[src/rtl/predistort_taps_source.sv]
// Predistorter taps source: a settings-bus-written tap table streamed out as one
// AXI-stream packet of 2^DEPTH beats on command, with a skid stage for full-rate output.
module predistort_taps_source #(
  parameter int unsigned WIDTH   = 16,
  parameter int unsigned DEPTH   = 7,
  parameter int unsigned SR_BASE = 0
) (
  input  logic             clk,
  input  logic             reset,
  input  logic             clear,
  input  logic             set_stb,
  input  logic [7:0]       set_addr,
  input  logic [31:0]      set_data,
  output logic [WIDTH-1:0] taps_tdata,
  output logic             taps_tlast,
  output logic             taps_tvalid,
  input  logic             taps_tready,
  output logic             busy,
  output logic             done
);

  localparam int unsigned N = 1 << DEPTH;
  localparam logic [7:0] ADDR_WADDR = 8'(SR_BASE);
  localparam logic [7:0] ADDR_WDATA = 8'(SR_BASE + 1);
  localparam logic [7:0] ADDR_CTRL  = 8'(SR_BASE + 2);

  typedef enum logic [1:0] {IDLE, FETCH, SEND} state_t;

  state_t             state;
  logic [WIDTH-1:0]   mem [N];
  logic [DEPTH-1:0]   wptr;
  logic [DEPTH:0]     rd_idx;
  logic               rd_vld;
  logic               rd_last;
  logic [WIDTH-1:0]   mem_q;
  logic               sk_vld;
  logic               sk_last;
  logic [WIDTH-1:0]   sk_data;

  logic               sel_waddr, sel_wdata, sel_ctrl;
  logic               start_c, abort_c, kill_c, go_c, wr_en_c, xfer_c, rd_issue_c;
  logic [1:0]         occ_c;
  logic [DEPTH-1:0]   rd_addr_c;
  logic               unused_set_data;

  assign unused_set_data = ^set_data;

  // Settings decode; abort beats start, and table writes are locked out once a packet begins
  always_comb begin
    sel_waddr  = set_stb && (set_addr == ADDR_WADDR);
    sel_wdata  = set_stb && (set_addr == ADDR_WDATA);
    sel_ctrl   = set_stb && (set_addr == ADDR_CTRL);
    start_c    = sel_ctrl && set_data[0] && !set_data[1];
    abort_c    = sel_ctrl && set_data[1];
    kill_c     = (abort_c || clear) && (state != IDLE);
    go_c       = (state == IDLE) && start_c && !clear;
    wr_en_c    = sel_wdata && (state == IDLE);
    xfer_c     = taps_tvalid && taps_tready;
    // Entries held after this edge: output + skid + read in flight, minus the one leaving
    occ_c      = 2'(taps_tvalid) + 2'(sk_vld) + 2'(rd_vld) - 2'(xfer_c);
    rd_issue_c = go_c ||
                 ((state != IDLE) && !kill_c && !rd_idx[DEPTH] && (occ_c < 2'd2));
    rd_addr_c  = go_c ? '0 : rd_idx[DEPTH-1:0];
  end

  // Table storage with write-first bypass so a read of the entry being written sees new data
  always_ff @(posedge clk) begin
    if (wr_en_c) mem[wptr] <= set_data[WIDTH-1:0];
    if (rd_issue_c)
      mem_q <= (wr_en_c && (wptr == rd_addr_c)) ? set_data[WIDTH-1:0] : mem[rd_addr_c];
  end

  always_ff @(posedge clk or negedge reset) begin
    if (!reset) begin
      state       <= IDLE;
      wptr        <= '0;
      rd_idx      <= '0;
      rd_vld      <= 1'b0;
      rd_last     <= 1'b0;
      sk_vld      <= 1'b0;
      sk_last     <= 1'b0;
      sk_data     <= '0;
      taps_tdata  <= '0;
      taps_tlast  <= 1'b0;
      taps_tvalid <= 1'b0;
      busy        <= 1'b0;
      done        <= 1'b0;
    end else begin
      done   <= 1'b0;
      rd_vld <= rd_issue_c;

      if (clear)          wptr <= '0;
      else if (sel_waddr) wptr <= set_data[DEPTH-1:0];
      else if (wr_en_c)   wptr <= wptr + DEPTH'(1);

      if (rd_issue_c) begin
        rd_last <= (rd_addr_c == DEPTH'(N - 1));
        rd_idx  <= {1'b0, rd_addr_c} + (DEPTH + 1)'(1);
      end

      case (state)
        IDLE: if (go_c) begin
          state <= FETCH;
          busy  <= 1'b1;
        end
        FETCH: state <= SEND;
        SEND: if (xfer_c && taps_tlast) begin
          state <= IDLE;
          busy  <= 1'b0;
          done  <= 1'b1;
        end
        default: state <= IDLE;
      endcase

      // Output stage refills from skid first, then from the read port
      if (!taps_tvalid || xfer_c) begin
        if (sk_vld) begin
          taps_tdata  <= sk_data;
          taps_tlast  <= sk_last;
          taps_tvalid <= 1'b1;
          sk_vld      <= rd_vld;
          if (rd_vld) begin
            sk_data <= mem_q;
            sk_last <= rd_last;
          end
        end else if (rd_vld) begin
          taps_tdata  <= mem_q;
          taps_tlast  <= rd_last;
          taps_tvalid <= 1'b1;
        end else begin
          taps_tvalid <= 1'b0;
          taps_tlast  <= 1'b0;
        end
      end else if (rd_vld) begin
        sk_vld  <= 1'b1;
        sk_data <= mem_q;
        sk_last <= rd_last;
      end

      if (kill_c) begin
        state       <= IDLE;
        busy        <= 1'b0;
        done        <= 1'b0;
        taps_tvalid <= 1'b0;
        taps_tlast  <= 1'b0;
        sk_vld      <= 1'b0;
        rd_vld      <= 1'b0;
      end
    end
  end

endmodule

[config.mk]
export PLATFORM = sky130hd
export DESIGN_NAME = predistort_taps_source
export DESIGN_NICKNAME = d
export VERILOG_FILES = /design/src/rtl/predistort_taps_source.sv
export SDC_FILE = /design/constraint.sdc
export NUM_CORES = 2
export LEC_CHECK = 0
export BUFFER_PORTS_ARGS = -buffer_cell sky130_fd_sc_hd__buf_4
export CAP_MARGIN = 5
export CORE_ASPECT_RATIO = 0.7
export CORE_MARGIN = 8
export CORE_UTILIZATION = 57
export DETAILED_ROUTE_END_ITERATION = 12
export PLACE_DENSITY_LB_ADDON = 0.3
export REMOVE_ABC_BUFFERS = 1
export SYNTH_ARGS = -nofsm -noshare
export SYNTH_HDL_FRONTEND = slang
export SYNTH_SLANG_ARGS = --single-unit
[constraint.sdc]
create_clock -name clk -period 2.8 [get_ports clk]
set_input_delay 0.28 -clock clk [delete_from_list [all_inputs] [get_ports clk]]
set_output_delay 0.28 -clock clk [all_outputs]
set_load 0.02 [all_outputs]
==> PnR_summary.wiki <==
{| class="wikitable"
! Metric !! Value
|-
| Final non-filler cell total || between 7000 and 8000
|-
| Setup repair after global routing missed its margin || yes
|-
| Average instance area after synthesis || 16.60 µm²
|-
| Total power || about 0.063 W
|-
| TritonCTS Buffers || about 190
|-
| Library cell used as clock root buffer || sky130_fd_sc_hd__clkbuf_16
|-
| Final instance area || 101300 µm²
|-
| Die span in x || 474.5 µm
|-
| Maximum buffer depth of the clock tree || 3
|-
| GPL Wtd Cong || 0.9913
|-
| Total number of vias || 53160
|-
| Required time at the endpoint of the critical path || 3.50 ns
|-
| Filler cell count || 9276
|-
| Synthesized netlist cell count || 5053
|-
| Register-to-register setup slack || -0.28 ns
|-
| Core Area || 145800 µm²
|-
| Global Route Usage Sum || 31.54%
|-
| Standard-cell rows || 117
|-
| Initial antenna violation count || 10
|-
| Sequential cell area || ~63000 µm²
|-
| Most used standard cells in the synthesized netlist || sky130_fd_sc_hd__edfxtp_1, sky130_fd_sc_hd__mux2i_1, sky130_fd_sc_hd__nor2_1
|-
| Port Buf Inserts || 48
|-
| Worst path setup slack after routing || -0.2799 ns
|-
| Post-synth ARST share || 2.687%
|-
| Post-synth top area share || 73.90%
|-
| Endpoint kind of the worst setup timing path || register
|-
| Global-route wire length before repair || between 300000 and 400000 µm
|-
| Clk_lat worst skew || 0.84 ns
|-
| Vias per cell || 6.736
|-
| Number of instances in the placed design || 7480
|-
| Slew at the pin with the worst max-slew slack || 1.009 ns
|-
| CP max-delay cell || sky130_fd_sc_hd__dfrtp_2
|-
| Post-DRT Antenna Nets || 0
|-
| Cell with the most instances after synthesis || sky130_fd_sc_hd__edfxtp_1
|-
| Bufs and invs on worst path || 5
|-
| Max H-tree Level || 4
|-
| Fraction of the cycle the final worst path needs || 110.0%
|-
| Cells traversed along the worst timing path || nor2_4, nand4_4, buf_12, inv_16, buf_6, buf_12, buf_4, o21ai_0, o211ai_1, a32o_2, o32a_1, o32a_1
|-
| Pwr/cell area || roughly 620 nW/µm²
|-
| Clk sink count || 2121
|-
| Final number of hold-violating endpoints || 0
|-
| DRC violation total after the first TritonRoute iteration || around 9500
|-
| Worst min-delay path class || input pin to register
|-
| Remaining Overflow, GRT || 0
|-
| Highest net fanout along the worst path || 11
|-
| CP Data Arrival Time || 3.78 ns
|-
| Number of max-cap violations || 0
|-
| DPL Wire Length || roughly 170000 µm
|-
| Nets@finish || 5816
|-
| Largest delay contributor family on the critical path || compound AO/OA/AOI/OAI gates
|-
| Share of synthesized area occupied by flip-flops and latches || between 70% and 80%
|-
| Relative max-transition margin || 32.72%
|-
| Number of enable-type register cells in the synthesized netlist || 2064
|-
| Fraction of layout instances using a drive strength above 1 || 26.03%
|-
| Synthesis Warnings || 0
|-
| Seq cells post-synth || 2121
|-
| Achievable frequency || 0.3247 GHz
|-
| Total wire length after detailed routing || 259000 µm
|-
| Largest stage delay, worst path || 0.45 ns
|-
| Startpoint type of the worst setup path || register
|-
| Largest net degree at the start of global routing || 129
|-
| Setup Skew || 0.02845 ns
|-
| DR pass1 iterations || 8
|-
| Distinct cell type count after synthesis || 78
|-
| Violations in the final reports || setup timing
|-
| Run status || complete, but fails checks
|-
| Cell accounting for the most synthesized area || sky130_fd_sc_hd__edfxtp_1
|-
| Io pins || 65
|-
| Final max-slew violation count || 0
|-
| Area of the mapped netlist || approximately 84000 µm²
|-
| Largest cells by area after synthesis || sky130_fd_sc_hd__edfxtp_1, sky130_fd_sc_hd__mux2i_1, sky130_fd_sc_hd__mux2_2
|-
| Routed WL per cell || 32.81 µm
|-
| Die outline area || ~160000 µm²
|-
| Instance area at placement || 93470 µm²
|-
| Starting density of the core || 57.52%
|-
| Final critical delay including setup and external delays || 3.080 ns
|-
| Final routed DRC violation total || 0
|-
| Synth Flop Type || sky130_fd_sc_hd__edfxtp_1
|-
| Multi-input gate area in the final layout || 19700 µm²
|-
| Signed area change from the synthesized netlist to the final layout || 20.74%
|-
| Leak || 34.36 nW
|-
| Y dimension of the die || 336.9 µm
|-
| Setup slack at placement || -0.9855 ns
|-
| Crit Path Class || register to register
|-
| Number of global-route vias before repair || between 50000 and 60000
|-
| Clock tree from TritonCTS || yes
|-
| Largest voltage drop on the vdd net || 0.6812 mV
|-
| Count of final setup violators || 16
|-
| Clock transition at the registers of the reported paths || 0.07 ns
|}
repair_timing:
action                     4_1_cts  5_1_grt
setup endpoints to repair       37       34
hold endpoints to repair       302        0
buffers inserted                18       20
resized for setup              135      129
pin swaps                       14       33
gates cloned                     4        8
hold buffers                    12        0
where the power goes:
part	internal, W	switching (W)	total [W]
Clock	0.0138	0.0115	0.0253
Sequential	0.0348	0.0000229	0.0348
Combinational	0.00105	0.00199	0.00304
Total	0.0496	0.0135	0.0632
per-layer routing:
layer	up-vias	GRT usage (%)	part of all wire, %
met5	-	0	0.036
met4	8	10.77	3.9
met3	581	11.87	17
met2	4269	43.75	42
met1	26550	46.16	38
li1	21760	-	-
final cells by class:
class	instances	area share, %
multi-input combinational	2575	19.45
antenna	6	0.01483
inverter	26	0.1223
clock buffer	245	4.945
sequential	2121	62.63
tap	1963	2.425
timing repair buffer	856	9.520
clock inverter	100	0.8748
timing repair inverter	1	0.01606
final timing paths:
check                            start             end  depth (start not counted)
max                           state[0]        mem_q[4]                         12
min                        set_data[8]      mem[86][8]                          2
max reg2reg                   state[0]        mem_q[4]                         12
min reg2reg                sk_data[12]     sk_data[12]                          1
max in group asynchronous        reset       rd_idx[2]                          2
min in group asynchronous        reset  taps_tdata[14]                          2
cell families after synthesis:
logic type | Yosys count | synth area share (%)
xor gates and xnor gates | 13 | 0.1358
and+or+nand+nor | 841 | 4.389
AOI/OAI and AO/OA | 1105 | 9.190
muxes | 612 | 8.683
buffers and inverters | 357 | 1.941
DFF | 2121 | 75.60
adders and majority gates | 4 | 0.05968
cell usage in the layout, fill, tap and decap left out, types with 30 or more instances in the layout:
master	n
sky130_fd_sc_hd__a211o_1	31
sky130_fd_sc_hd__a211oi_1	41
sky130_fd_sc_hd__a21oi_1	207
sky130_fd_sc_hd__a21oi_2	32
sky130_fd_sc_hd__a221oi_1	57
sky130_fd_sc_hd__a31oi_1	30
sky130_fd_sc_hd__buf_12	214
sky130_fd_sc_hd__buf_4	580
sky130_fd_sc_hd__clkbuf_1	47
sky130_fd_sc_hd__clkbuf_16	195
sky130_fd_sc_hd__clkinv_1	40
sky130_fd_sc_hd__dfrtp_1	53
sky130_fd_sc_hd__edfxtp_1	2064
sky130_fd_sc_hd__mux2_2	174
sky130_fd_sc_hd__mux2i_1	362
sky130_fd_sc_hd__mux4_2	75
sky130_fd_sc_hd__nand2_1	295
sky130_fd_sc_hd__nand3_1	52
sky130_fd_sc_hd__nor2_1	299
sky130_fd_sc_hd__nor3_1	68
sky130_fd_sc_hd__o211ai_1	41
sky130_fd_sc_hd__o21ai_0	190
sky130_fd_sc_hd__o221ai_1	62
sky130_fd_sc_hd__o22ai_1	92
sky130_fd_sc_hd__o32a_1	33
state kept, by name (all words and copies together), names as in the netlist:
| register | cells |
|---|---|
| sk_vld | 1 |
| taps_tdata | 16 |
| busy | 1 |
| state | 2 |
| taps_tvalid | 1 |
| done | 1 |
| mem | 2048 |
| mem_q | 16 |
| rd_idx | 8 |
| sk_last | 1 |
| sk_data | 16 |
| rd_vld | 1 |
| taps_tlast | 1 |
| rd_last | 1 |
| wptr | 7 |
stage by stage:
step	util, %	hold slack, ns	TNS [ns]
after floorplan	-	-0.01559	-608.97
after global placement	64.11	0.4192	-168.94
after detailed placement	64.11	0.4321	-200.09
after CTS	68.81	0.01130	-1.165
after global routing	69.44	0.03286	-2.503
final	69.45	0.04567	-2.696
No activity file was read; power rests on OpenSTA's default activity.
